## src/rtl/ram_arb_pkg.sv

```systemverilog
// Shared types and constants for the multi-channel RAM port arbiter.
package ram_arb_pkg;

    typedef enum logic [1:0] {
        IDLE  = 2'd0,
        ISSUE = 2'd1,
        WAIT  = 2'd2,
        RESP  = 2'd3
    } arb_state_t;

    localparam logic RD = 1'b0;
    localparam logic WR = 1'b1;

    localparam int ADDR_W_DEF = 16;
    localparam int DATA_W_DEF = 8;

endpackage

```

## src/rtl/ram_port_arbiter_rr_arbiter.sv

```systemverilog
// Combinational winner select: round-robin from ptr, or fixed priority (lowest index wins).
module rr_arbiter #(
    parameter int NUM_CH  = 4,
    parameter int RR_MODE = 1,
    parameter int ID_W    = 2
) (
    input  logic [NUM_CH-1:0] req,
    input  logic [ID_W-1:0]   ptr,
    output logic [ID_W-1:0]   winner,
    output logic              valid
);

    logic [ID_W-1:0] slot;

    // Scan from the far end toward the highest-priority slot so the last hit wins.
    always_comb begin
        winner = '0;
        valid  = 1'b0;
        slot   = '0;
        for (int i = NUM_CH - 1; i >= 0; i--) begin
            if (RR_MODE != 0) begin
                slot = ID_W'((int'(ptr) + i) % NUM_CH);
            end else begin
                slot = ID_W'(i);
            end
            if (req[slot]) begin
                winner = slot;
                valid  = 1'b1;
            end
        end
    end

endmodule

```

## src/rtl/ram_port_arbiter.sv

```systemverilog
// Multi-channel RAM access controller: one RAM transaction at a time, strobe/done handshake.
// Optional watchdog on the RAM done handshake is enabled by defining ARB_TIMEOUT_EN.
module ram_port_arbiter
    import ram_arb_pkg::*;
#(
    parameter int NUM_CH  = 4,
    parameter int ADDR_W  = ADDR_W_DEF,
    parameter int DATA_W  = DATA_W_DEF,
    parameter int RR_MODE = 1,
`ifdef ARB_TIMEOUT_EN
    parameter int TIMEOUT_CYC = 255,
`endif
    localparam int ID_W = $clog2(NUM_CH)
) (
    input  logic                     clk,
    input  logic                     RST,
    input  logic [NUM_CH-1:0]        ch_req,
    input  logic [NUM_CH-1:0]        ch_write,
    input  logic [NUM_CH*ADDR_W-1:0] ch_addr,
    input  logic [NUM_CH*DATA_W-1:0] ch_wdata,
    output logic [NUM_CH-1:0]        ch_done,
    output logic [DATA_W-1:0]        ch_rdata,
    output logic                     busy,
    output logic [ID_W-1:0]          grant_id,
    output logic [ADDR_W-1:0]        ram_address,
    output logic [DATA_W-1:0]        ram_data_in,
    output logic                     ram_read,
    output logic                     ram_write,
`ifdef ARB_TIMEOUT_EN
    output logic                     timeout_err,
`endif
    input  logic [DATA_W-1:0]        ram_data_out,
    input  logic                     ram_done_read,
    input  logic                     ram_done_write
);

    arb_state_t      state;
    logic [ID_W-1:0] ptr;
    logic [ID_W-1:0] win_id;
    logic            win_valid;
    logic            lat_write;
    logic [ADDR_W-1:0] lat_addr;
    logic [DATA_W-1:0] lat_wdata;
    logic            matched_done;
`ifdef ARB_TIMEOUT_EN
    logic [31:0]     timer;
`endif

    rr_arbiter #(
        .NUM_CH  (NUM_CH),
        .RR_MODE (RR_MODE),
        .ID_W    (ID_W)
    ) u_arb (
        .req    (ch_req),
        .ptr    (ptr),
        .winner (win_id),
        .valid  (win_valid)
    );

    // Only the done that matches the latched direction may complete the transfer.
    assign matched_done = (lat_write == WR) ? ram_done_write : ram_done_read;

    assign ch_done = (state == RESP) ? (NUM_CH'(1) << grant_id) : '0;

    always_ff @(posedge clk) begin
        if (RST) begin
            state       <= IDLE;
            ptr         <= '0;
            grant_id    <= '0;
            lat_write   <= RD;
            lat_addr    <= '0;
            lat_wdata   <= '0;
            busy        <= 1'b0;
            ch_rdata    <= '0;
            ram_address <= '0;
            ram_data_in <= '0;
            ram_read    <= 1'b0;
            ram_write   <= 1'b0;
`ifdef ARB_TIMEOUT_EN
            timer       <= '0;
            timeout_err <= 1'b0;
`endif
        end else begin
            case (state)
                IDLE: begin
                    if (win_valid) begin
                        grant_id  <= win_id;
                        lat_write <= ch_write[win_id];
                        lat_addr  <= ch_addr[int'(win_id)*ADDR_W +: ADDR_W];
                        lat_wdata <= ch_wdata[int'(win_id)*DATA_W +: DATA_W];
                        busy      <= 1'b1;
                        state     <= ISSUE;
                    end
                end
                ISSUE: begin
                    ram_address <= lat_addr;
                    ram_data_in <= lat_wdata;
                    ram_read    <= (lat_write == RD);
                    ram_write   <= (lat_write == WR);
`ifdef ARB_TIMEOUT_EN
                    timer       <= '0;
`endif
                    state       <= WAIT;
                end
                WAIT: begin
                    if (matched_done) begin
                        ram_read  <= 1'b0;
                        ram_write <= 1'b0;
                        busy      <= 1'b0;
                        if (lat_write == RD) begin
                            ch_rdata <= ram_data_out;
                        end
                        state     <= RESP;
                    end
`ifdef ARB_TIMEOUT_EN
                    else if (timer >= 32'(TIMEOUT_CYC - 1)) begin
                        ram_read    <= 1'b0;
                        ram_write   <= 1'b0;
                        busy        <= 1'b0;
                        if (lat_write == RD) begin
                            ch_rdata <= '1;
                        end
                        timeout_err <= 1'b1;
                        state       <= RESP;
                    end else begin
                        timer <= timer + 32'd1;
                    end
`endif
                end
                RESP: begin
                    if (RR_MODE != 0) begin
                        ptr <= (grant_id == ID_W'(NUM_CH - 1)) ? '0 : grant_id + 1'b1;
                    end
                    state <= IDLE;
                end
                default: state <= IDLE;
            endcase
        end
    end

endmodule

```

## config.mk

```make
export PLATFORM = sky130hd
export DESIGN_NAME = ram_port_arbiter
export DESIGN_NICKNAME = d
export VERILOG_FILES = /design/src/rtl/ram_arb_pkg.sv /design/src/rtl/ram_port_arbiter_rr_arbiter.sv /design/src/rtl/ram_port_arbiter.sv
export SDC_FILE = /design/constraint.sdc
export NUM_CORES = 1
export LEC_CHECK = 0
export ABC_AREA = 0
export ABC_CLOCK_PERIOD_IN_PS = 3600
export CAP_MARGIN = 20
export CELL_PAD_IN_SITES_DETAIL_PLACEMENT = 1
export CELL_PAD_IN_SITES_GLOBAL_PLACEMENT = 1
export CORE_MARGIN = 3
export CORE_UTILIZATION = 32
export DETAILED_ROUTE_END_ITERATION = 16
export PLACE_DENSITY = 0.95
export SLEW_MARGIN = 0
export SYNTH_ARGS = -nofsm -noshare
export SYNTH_HDL_FRONTEND = slang
export SYNTH_SLANG_ARGS = --single-unit
```

## constraint.sdc

```tcl
create_clock -name clk -period 3.6 [get_ports clk]
set_clock_uncertainty 0.1 [all_clocks]
set_input_delay 0.9 -clock clk [delete_from_list [all_inputs] [get_ports clk]]
set_output_delay 0.9 -clock clk [all_outputs]
set_load 0.02 [all_outputs]
```

# After elaboration in Yosys (flattened, before gate mapping)
# Index checks and enable logic that the tools add are counted.
# totals
reg_bits,66
inputBits,116
elab_cells,68
# op_classes
n_addsub,4
order_cmp,5
eq_ne,6
n_shift,3
muxes,29
bitwise,1
n_reduce_logical,8
# op_table
operator,count
$shiftx 64x7->16,1
$shiftx 32x6->8,1
$lt 2x3->1 const B,5
$mux 2,7
$mux 1,12
$bmux 1 s2,5
$pmux 2 s4,1
$eq 2x2->1 const B,3
$pmux 1 s2,3
$reduce_and 2->1,3
$reduce_and 3->1,2
$add 2x1->2 const B,2
$add 2x2->2 const B,2
$mux 4,1
$reduce_bool 2->1,2
$shl 1x2->4 const A,1
$eq 2x1->1 const B,1
$logic_not 2->1,1
$ne 2x1->1 const B,1
$ne 2x2->1 const B,1
$not 1->1,1

# Logic depth before layout (Yosys ltp)
# Gate-level depths: netlist of the first run.
# depth
ltp_word,9
depth_mapped,8
depth_no_buf,7

# Hierarchy
# Synthesis of the first run repeated with hierarchy kept, for this count alone.
# hier_totals
hier_cells,265
hier_area_um2,3138.0
# by_module_without_submodules
mod,n_inst,cells_each,area_each_um2,seq_area_each_um2
ram_port_arbiter,1,252,3060.4,1321.3
rr_arbiter,1,13,77.6,0.0

# Least setup slack after synthesis of the first run
# No wires, ideal clock.
# synth_path
path_kind,input to register
start,input port ch_req[2]
end,register lat_write
setup_time_ns,0.134
arrival_time_ns,2.007
setup_slack_ns,1.360
path_stages,6
n_path_buf,2
cell_sequence,o41ai_2 > nor2_1 > nand2b_1 > clkbuf_1 > buf_2 > o221ai_1
# synth_between
elab_chain_len,8
elab_cells_between_ends,19
cone_classes,mux: 18; reduce/logical: 1
# synth_rtl
item,line,source
start: declaration,ram_port_arbiter.sv:17,"input logic [NUM_CH-1:0] ch_req,"
$bmux 1 s2,ram_port_arbiter_rr_arbiter.sv:26,if (req[slot]) begin
$mux 1 (implied by the code),ram_port_arbiter_rr_arbiter.sv:26,
$mux 2 (4 in a row),ram_port_arbiter_rr_arbiter.sv:26,
$bmux 1 s2,ram_port_arbiter.sv:88,lat_write <= ch_write[win_id];
$mux 1 (implied by the code),ram_port_arbiter.sv:88,
end signal: assignment,ram_port_arbiter.sv:88,
end: declaration,ram_port_arbiter.sv:41,logic lat_write;
# Parallel ways exist; a longest one is shown, timed or not. The select of a mux whose other input is x is not followed.
# A chain may end at the register's enable or synchronous reset.

# Worst setup path after layout of the first run
# layout_path
start,register state[0]
end,output port ch_done[1]
# layout_between
elab_chain_len,2
# layout_rtl
item,line,source
start: declaration,ram_port_arbiter.sv:37,arb_state_t state;
start signal: assignment,ram_port_arbiter.sv:67,state <= IDLE;
start signal: assignment,ram_port_arbiter.sv:92,state <= ISSUE;
start signal: assignment,ram_port_arbiter.sv:103,state <= WAIT;
$eq 2x2->1,ram_port_arbiter.sv:63,assign ch_done = (state == RESP) ? (NUM_CH'(1) << grant_id) : '0;
$mux 4,ram_port_arbiter.sv:63,
end: declaration,ram_port_arbiter.sv:21,"output logic [NUM_CH-1:0] ch_done,"
# Every way passes these cells.

==> results of run 1 <==
==> power breakdown <==
group / total [mW] / switching, mW / internal (mW)
sequential: 1.02 / 0.117 / 0.906
combinational: 1.06 / 0.537 / 0.526
clock: 0.715 / 0.305 / 0.410
total: 2.80 / 0.959 / 1.84
==> sequential cells by signal, indices dropped and copies added, names as in the netlist <==
register / count
lat_addr: 16
ram_address: 16
ch_rdata: 8
lat_wdata: 8
ram_data_in: 8
grant_id: 2
ptr: 2
state: 2
busy: 1
lat_write: 1
ram_read: 1
ram_write: 1
==> synthesized netlist by cell type, types with 2 or more instances <==
cell type  instances
mux2i_1           88
dfxtp_1           66
nor2_1            43
nand2_1           27
o221ai_1          23
buf_2             11
ha_1               9
clkbuf_1           8
inv_1              5
and2_1             4
a21boi_1           2
a21oi_1            2
a22oi_1            2
a2bb2oi_1          2
buf_6              2
o21ai_0            2
o21ai_1            2
==> worst max-delay path, cell delays in order (launching register included) <==
cell and delay [ns]:
dfxtp_1 0.40, ha_1 0.32, and2_1 0.19, clkdlybuf4s50_1 0.60
==> cell type report <==
type | count | area, um2 | area share, %
multi-input combinational | 223 | 1709 | 33.87
timing repair buffer | 163 | 1609 | 31.89
sequential | 66 | 1321 | 26.18
tap | 129 | 161.4 | 3.199
clock buffer | 10 | 137.6 | 2.727
clock inverter | 6 | 88.84 | 1.760
inverter | 5 | 18.77 | 0.3719
==> routing by layer <==
metal / up-vias / share of wire (%) / global-route usage, %
li1: 1433 / - / -
met3: 20 / 4.7 / 3.735
met2: 98 / 54 / 35.52
met1: 1424 / 39 / 21.16
met5: - / 0 / 0
met4: 0 / 2.7 / 8.060
==> kinds of logic after synthesis <==
family	count (synthesis)	synth area share, %
muxes	88	27.90
DFF	66	41.86
and+or+nand+nor	82	10.86
AOI/OAI and AO/OA	44	11.46
buffers and inverters	28	4.360
adders and majority gates	9	3.567
==> path summary, 6_finish.rpt <==
| path | slack, ns | end | startpoint | depth (start not counted) |
|---|---|---|---|---|
| worst max-delay path | 0.75 | ch_done[1] | state[0] | 3 |
| worst min-delay path | 0.37 | lat_addr[9] | lat_addr[9] | 2 |
| worst max register to register | 1.47 | lat_addr[6] | ptr[1] | 5 |
| worst min register to register | 0.37 | lat_addr[9] | lat_addr[9] | 2 |
==> through the flow <==
stage                     utilization, %  instance area, um2  setup slack (ns)  hold WS (ns)
after floorplan                        -                3157             1.360        0.3323
after global placement             51.19                4820            0.5077        0.3480
after detailed placement           51.19                4820            0.4499        0.3556
after CTS                          53.59                5046            0.7279        0.3782
after global routing               53.59                5046            0.6417        0.4088
final                              53.59                5046            0.7463        0.3715
==> results.py, run 1 <==
metrics = {
    "clock_tree": {
        "clock_path_buffers": 2,
        "cts_tree": "done",
        "cts-resized-gates": 0,
        "post_cts_buffers": 0,
        "numCtsBuffers": 9,
        "hold_buffers": 0,
        "clkTransAtPathRegs_ns": 0.08,
        "insertion_delay_ns": 0.34,
        "clockRootBuffer": "clkbuf_8",
        "clock-sinks": 66,
        "h-tree-depth": 3,
    },
    "routing": {
        "wl_um": 10760,
        "drt_iter0_markers": 71,
        "vias": 2975,
        "route.detailed.drc": 0,
        "viasPerCell": 4.942,
        "drtAntennaViolNets": 0,
        "dr.pass1.iters": 7,
        "wl_per_cell_um": 17.88,
    },
    "yosys": {
        "synth_area_per_cell_um2": 9.958,
        "synth-seq-area-share_pct": 41.85,
        "synth.net_count": 442,
        "synthDistinctLibCells": 36,
        "synth_top_area_cell": "dfxtp_1",
        "synth-main-ff-cell": "dfxtp_1",
        "synth_edf_count": 0,
        "yosysWarnings": 0,
        "netlist_instances": 317,
        "syn_area_um2": 3157,
        "yosysTopAreaCellShare_pct": 41.85,
        "ys_ff_latch": 66,
        "ys_async_sr_fraction_pct": 0,
        "synth_area_leaders": "dfxtp_1 (42%), mux2i_1 (28%), o221ai_1 (6.4%)",
    },
    "critical_path": {
        "start_kind": "flip-flop",
        "crit_required_ns": 2.60,
        "critical_path_class": "flip-flop to primary output",
        "arrival_ns": 1.85,
        "cp_max_fo": 6,
        "cp-end-kind": "primary output",
    },
    "timing": {
        "final.setup.tns_ns": 0,
        "worst-slew-pin-transition_ns": 0.8530,
        "setup_viol": 0,
        "fin_crit_sh_pct": 79.27,
        "rsz0062_at_grt": "false",
        "relSlewSlack_pct": 43.13,
        "fmax_mhz": 350.4,
        "min_period_ns": 2.854,
        "hold_viol": 0,
        "slew_viol_final": 0,
    },
    "global_route": {
        "grt_max_degree": 43,
        "grt_usage_pct": 19.18,
        "grt_pass1_vias": 3387,
        "antenna_found_initial": 0,
        "grt-ovfl-total": 0,
        "grt_pass1_wl_um": 17050,
    },
    "placed_design": {
        "dp_cells": 586,
        "detailed_place_hpwl_um": 8106,
        "gp_congestion": 0.8146,
        "io_buffer_count": 156,
    },
    "power": {
        "irDropWorstVdd_uv": 290.0,
        "p_leak_nw": 1.968,
        "powerDensity_nw_per_um2": 555.1,
        "power_mw": 2.801,
    },
    "final_layout": {
        "drive_above_1_share_pct": 5.920,
        "nNetsFinal": 593,
        "instances_no_fill": 602,
        "mostFrequentLayoutCells": "clkdlybuf4s50_1 (155), mux2i_1 (88), dfxtp_1 (66)",
        "fill_cells": 1072,
        "final_common_cell": "clkdlybuf4s50_1",
        "diodes": 0,
        "area_growth_pct": 59.85,
    },
    "hold_path": {
        "hold_class": "flip-flop to flip-flop",
    },
    "die": {
        "pin_count": 157,
        "start_util_pct": 33.53,
        "die-area_um2": 11090,
        "row_count": 35,
        "core_um2": 9415,
        "die_x_um": 105.3,
        "die_h_um": 105.3,
    },
    "run_status": {
        "status": "finished, final reports clean",
    },
    "flow_run": {
        "cap_violations": 0,
    },
}
No activity file was read; power rests on OpenSTA's default activity.
==> run 2, diff against run 1 <==
--- a/config.mk
+++ b/config.mk
@@ -6,14 +6,14 @@
 export NUM_CORES = 1
 export LEC_CHECK = 0
 export ABC_AREA = 0
-export ABC_CLOCK_PERIOD_IN_PS = 3600
+export ABC_CLOCK_PERIOD_IN_PS = 2400
 export CAP_MARGIN = 20
 export CELL_PAD_IN_SITES_DETAIL_PLACEMENT = 1
 export CELL_PAD_IN_SITES_GLOBAL_PLACEMENT = 1
 export CORE_MARGIN = 3
-export CORE_UTILIZATION = 32
+export CORE_UTILIZATION = 26
 export DETAILED_ROUTE_END_ITERATION = 16
-export PLACE_DENSITY = 0.95
+export PLACE_DENSITY = 0.84
 export SLEW_MARGIN = 0
 export SYNTH_ARGS = -nofsm -noshare
 export SYNTH_HDL_FRONTEND = slang
==> constraint.sdc (replaced) <==
create_clock -name clk -period 2.4 [get_ports clk]
set_clock_uncertainty 0.1 [all_clocks]
set_input_delay 0.6 -clock clk [delete_from_list [all_inputs] [get_ports clk]]
set_output_delay 0.6 -clock clk [all_outputs]
set_load 0.02 [all_outputs]
==> results.py, run 2 (synthesized netlist as in run 1, its figures left out) <==
metrics = {
    "hold_path": {
        "worstHoldEndpoint": "lat_addr[7]",
        "hold_class": "flip-flop to flip-flop",
        "min_from": "lat_addr[7]",
        "whs_path_depth": 2,
    },
    "critical_path": {
        "r2r_start": "state[0]",
        "path_cells": "clkdlybuf4s50_1, a21boi_1, o221a_4, buf_12, mux2i_1, o221ai_1",
        "cp_max_fo": 12,
        "crit_buf_inv": 2,
        "rrSetupSlack_ns": 0.46,
        "crit_required_ns": 2.48,
        "cpPeakStageDelay_ns": 0.55,
        "arrival_ns": 2.32,
        "cp-end-kind": "flip-flop",
        "worst_r2r_endpoint": "lat_wdata[0]",
        "r2r_cells": 8,
        "critical_path_class": "primary input to flip-flop",
        "crit_family": "buffers and inverters",
        "slowest_stage": "clkdlybuf4s50_1",
        "start_kind": "primary input",
    },
    "clock_tree": {
        "clock-sinks": 66,
        "clock_path_buffers": 2,
        "insertion_delay_ns": 0.32,
        "clockRootBuffer": "clkbuf_16",
        "hold_buffers": 0,
        "clkTransAtPathRegs_ns": 0.05,
        "h-tree-depth": 3,
        "cts_tree": "done",
        "post_cts_buffers": 0,
        "numCtsBuffers": 9,
    },
    "timing": {
        "fin_crit_sh_pct": 93.20,
        "rsz0062_at_grt": "false",
        "min_period_ns": 2.237,
        "hold_viol": 0,
        "fmax_mhz": 447.1,
        "relSlewSlack_pct": 63.48,
        "worst-slew-pin-transition_ns": 0.5461,
        "slew_viol_final": 0,
        "setup_viol": 0,
    },
    "power": {
        "powerDensity_nw_per_um2": 847.9,
        "irDropWorstVdd_uv": 344.9,
        "p_leak_nw": 2.136,
    },
    "die": {
        "pin_count": 157,
        "row_count": 39,
        "die-area_um2": 13500,
        "core_um2": 11660,
        "start_util_pct": 27.07,
        "die_h_um": 116.2,
        "die_x_um": 116.2,
    },
    "flow_run": {
        "cap_violations": 0,
    },
    "global_route": {
        "grt_usage_pct": 15.45,
        "grt_pass1_wl_um": 16240,
        "grt-ovfl-total": 0,
        "antenna_found_initial": 0,
        "grt_max_degree": 26,
        "grt_pass1_vias": 3289,
    },
    "final_layout": {
        "final_common_cell": "clkdlybuf4s50_1",
        "nNetsFinal": 608,
        "instances_no_fill": 631,
        "area_growth_pct": 69.04,
        "top_regs": "lat_addr x16, ram_address x16",
        "fin_util_pct": 45.76,
        "diodes": 0,
        "drive_above_1_share_pct": 9.016,
        "mostFrequentLayoutCells": "clkdlybuf4s50_1 (150), mux2i_1 (88), dfxtp_1 (65)",
    },
    "placed_design": {
        "dp_cells": 615,
        "detailed_place_hpwl_um": 8479,
        "io_buffer_count": 156,
        "gp_congestion": 0.8183,
    },
    "run_status": {
        "status": "finished, final reports clean",
    },
    "routing": {
        "wl_um": 10550,
        "drtAntennaViolNets": 0,
        "dr.pass1.iters": 4,
        "route.detailed.drc": 0,
        "drt_iter0_markers": 47,
        "viasPerCell": 4.745,
        "vias": 2994,
        "wl_per_cell_um": 16.73,
    },
}
==> run 2: how the worst max path moves through the flow <==
stage	end	slack (ns)	startpoint	cells past startpoint
4_1_cts	lat_addr[4]	0.08	ch_req[2]	8
6_report	lat_wdata[2]	0.16	ch_req[0]	6
3_3_place_gp	lat_addr[10]	-0.11	ch_req[2]	8
3_5_place_dp	lat_addr[10]	-0.21	ch_req[2]	8
2_1_floorplan	lat_write	0.46	ch_req[2]	6
5_1_grt	lat_wdata[6]	0.005	ch_req[0]	6
==> run 2: metrics by stage <==
stage	setup TNS [ns]	total power, mW	setup WS, ns	hold slack, ns	area, um2
floorplan	0	2.497	0.4598	0.3323	3157
global placement	-1.850	3.198	-0.1068	0.3424	5037
detailed placement	-3.938	3.293	-0.2130	0.3529	5037
CTS	0	4.578	0.08130	0.3674	5323
global route	0	4.819	0.005363	0.3869	5336
finish	0	4.525	0.1631	0.3666	5336
==> run 2: power breakdown <==
part	leakage [nW]	switching, mW	internal (mW)
Combinational	1.45	0.828	0.902
Clock	0.142	0.468	0.796
Sequential	0.540	0.169	1.36
Total	2.14	1.46	3.06
==> run 2: final cells by class <==
| class | instances | area [um2] |
|---|---|---|
| clock inverter | 6 | 57.56 |
| sequential | 66 | 1323 |
| timing repair buffer | 178 | 1807 |
| multi-input combinational | 223 | 1723 |
| clock buffer | 10 | 229.0 |
| fill | 1273 | 6326 |
| inverter | 5 | 18.77 |
| tap | 143 | 178.9 |
==> run 2: tightest hold or removal path, stage by stage, from the launching register on <==
cell	delay [ns]
dfxtp_1	0.32
nand2_1	0.05
o221ai_1	0.06
==> run 2: timing repair <==
| item | CTS | global route |
|---|---|---|
| pin swaps | 0 | 1 |
| endpoints found under the setup margin | 4 | 8 |
| gates resized for setup | 6 | 2 |
| cloned | 0 | 0 |
| hold endpoints to repair | 0 | 0 |
==> run 2: metal layers <==
layer	up-vias	track usage [%]	wire length, um
met3	12	3.627	623
met5	-	0	0
met2	91	30.03	5689
met1	1416	16.17	4093
met4	0	5.182	148
li1	1475	-	-
==> run 3, diff against run 2 <==
--- a/config.mk
+++ b/config.mk
@@ -6,14 +6,14 @@
 export NUM_CORES = 1
 export LEC_CHECK = 0
 export ABC_AREA = 0
-export ABC_CLOCK_PERIOD_IN_PS = 2400
+export ABC_CLOCK_PERIOD_IN_PS = 2410
 export CAP_MARGIN = 20
 export CELL_PAD_IN_SITES_DETAIL_PLACEMENT = 1
 export CELL_PAD_IN_SITES_GLOBAL_PLACEMENT = 1
 export CORE_MARGIN = 3
-export CORE_UTILIZATION = 26
+export CORE_UTILIZATION = 29
 export DETAILED_ROUTE_END_ITERATION = 16
-export PLACE_DENSITY = 0.84
+export PLACE_DENSITY = 0.89
 export SLEW_MARGIN = 0
 export SYNTH_ARGS = -nofsm -noshare
 export SYNTH_HDL_FRONTEND = slang
==> constraint.sdc (replaced) <==
create_clock -name clk -period 2.41 [get_ports clk]
set_clock_uncertainty 0.1 [all_clocks]
set_input_delay 0.6025 -clock clk [delete_from_list [all_inputs] [get_ports clk]]
set_output_delay 0.6025 -clock clk [all_outputs]
set_load 0.02 [all_outputs]
==> results.py, run 3 (synthesized netlist as in run 1, its figures left out) <==
metrics = {
    "power": {
        "irDropWorstVdd_uv": 397.0,
        "power_mw": 4.572,
        "powerDensity_nw_per_um2": 867.8,
        "p_leak_nw": 2.095,
    },
    "global_route": {
        "antenna_found_initial": 0,
        "grt_pass1_wl_um": 16400,
        "grt_max_degree": 26,
        "grt_pass1_vias": 3253,
        "grt-ovfl-total": 0,
        "grt_usage_pct": 17.50,
    },
    "clock_tree": {
        "h-tree-depth": 3,
        "post_cts_buffers": 0,
        "cts_tree": "done",
        "numCtsBuffers": 9,
        "clock-sinks": 66,
        "clockRootBuffer": "clkbuf_8",
        "hold_buffers": 0,
        "clock_path_buffers": 2,
        "insertion_delay_ns": 0.34,
        "clkTransAtPathRegs_ns": 0.07,
    },
    "die": {
        "row_count": 37,
        "die_h_um": 110.3,
        "die-area_um2": 12170,
        "core_um2": 10460,
        "die_x_um": 110.3,
        "start_util_pct": 30.17,
        "pin_count": 157,
    },
    "timing": {
        "rsz0062_at_grt": "false",
        "fin_crit_sh_pct": 94.37,
        "worst_hold_slack_ns": 0.3696,
        "worst-slew-pin-transition_ns": 0.5580,
        "min_period_ns": 2.274,
        "setup_slack_ns": 0.1356,
        "hold_viol": 0,
        "slew_viol_final": 0,
        "fmax_mhz": 439.7,
        "relSlewSlack_pct": 62.69,
        "setup_viol": 0,
    },
    "final_layout": {
        "fin_util_pct": 50.36,
        "seq_area_um2": 1323,
        "nNetsFinal": 605,
        "fill_cells": 1179,
        "area_growth_pct": 66.90,
        "multi_input_area_um2": 1712,
        "top_regs": "lat_addr x16, ram_address x16",
        "final_cell_area_um2": 5269,
        "mostFrequentLayoutCells": "clkdlybuf4s50_1 (151), mux2i_1 (88), dfxtp_1 (65)",
        "drive_above_1_share_pct": 8.660,
        "final_common_cell": "clkdlybuf4s50_1",
        "diodes": 0,
    },
    "routing": {
        "drtAntennaViolNets": 0,
        "route.detailed.drc": 0,
        "dr.pass1.iters": 4,
        "vias": 3003,
        "wl_per_cell_um": 17.55,
        "viasPerCell": 4.836,
        "wl_um": 10900,
        "drt_iter0_markers": 64,
    },
    "critical_path": {
        "start_kind": "primary input",
        "cpPeakStageDelay_ns": 0.50,
        "critical_path_class": "primary input to flip-flop",
        "arrival_ns": 2.37,
        "cp_max_fo": 19,
        "cp-end-kind": "flip-flop",
        "crit_required_ns": 2.51,
        "slowest_stage": "clkdlybuf4s50_1",
        "path_cells": "clkdlybuf4s50_1, buf_4, a21o_1, a21boi_1, o21a_1, nand2b_1, buf_12, o221ai_1",
    },
    "placed_design": {
        "pre_cts_slack_ns": -0.2173,
        "gp_congestion": 0.8307,
        "io_buffer_count": 156,
        "detailed_place_hpwl_um": 8474,
        "place_area_um2": 4981,
    },
    "run_status": {
        "status": "finished, final reports clean",
    },
    "flow_run": {
        "cap_violations": 0,
    },
    "hold_path": {
        "hold_class": "flip-flop to flip-flop",
    },
}
run 3: cell types whose count changed in the layout (fill, tap and decap cells not counted):
| cell | previous run | this run |
|---|---|---|
| o41ai_4 | 1 | 0 |
| dlymetal6s2s_1 | 1 | 0 |
| clkbuf_1 | 1 | 0 |
| buf_4 | 15 | 14 |
| clkbuf_16 | 9 | 0 |
| clkbuf_8 | 0 | 9 |
| bufinv_16 | 1 | 5 |
| clkinv_2 | 4 | 0 |
| o41ai_2 | 0 | 1 |
| buf_12 | 7 | 5 |
| clkdlybuf4s50_1 | 150 | 151 |
| clkinvlp_4 | 1 | 2 |
run 3: final timing paths:
| path | from | end | slack [ns] | cells past startpoint |
|---|---|---|---|---|
| min | lat_addr[11] | lat_addr[11] | 0.37 | 2 |
| max | ch_req[1] | lat_wdata[2] | 0.14 | 8 |
| max reg2reg | ptr[1] | lat_addr[13] | 0.52 | 5 |
| min reg2reg | lat_addr[11] | lat_addr[11] | 0.37 | 2 |
run 3: area by class of cell:
| cell class | instances | share of cell area (%) |
|---|---|---|
| Timing Repair Buffer | 175 | 33.34 |
| Multi-Input combinational cell | 223 | 32.49 |
| Sequential cell | 66 | 25.10 |
| Tap cell | 136 | 3.230 |
| Clock inverter | 7 | 3.135 |
| Clock buffer | 9 | 2.351 |
| Inverter | 5 | 0.3562 |
run 3: repair_timing:
action                     in CTS  in global routing
hold endpoints to repair        0                  0
gates resized for setup         6                  0
setup endpoints to repair       4                  0
run 3: critical path, delay by kind of cell:
kind / cells / cell delay (ns)
and+or+nand+nor: 1 / 0.19
buffers and inverters: 3 / 0.87
AOI/OAI and AO/OA: 4 / 0.70
run 3: per-stage QoR:
step,TNS [ns],cells
after floorplan,0,317
final,0,621
after detailed placement,-4.156,605
after global routing,0,621
after global placement,-0.7541,605
after CTS,0,621
run 3: power breakdown:
part | internal (mW) | switching [mW]
clock network | 0.897 | 0.442
registers | 1.35 | 0.168
logic | 0.879 | 0.831
total | 3.13 | 1.44
run 3: metal layers:
metal	track usage, %	vias up	routed length (um)
met3	3.902	18	694
met2	32.54	95	5781
met1	19.23	1430	4187
met5	0	-	0
met4	6.684	0	233
li1	-	1460	-
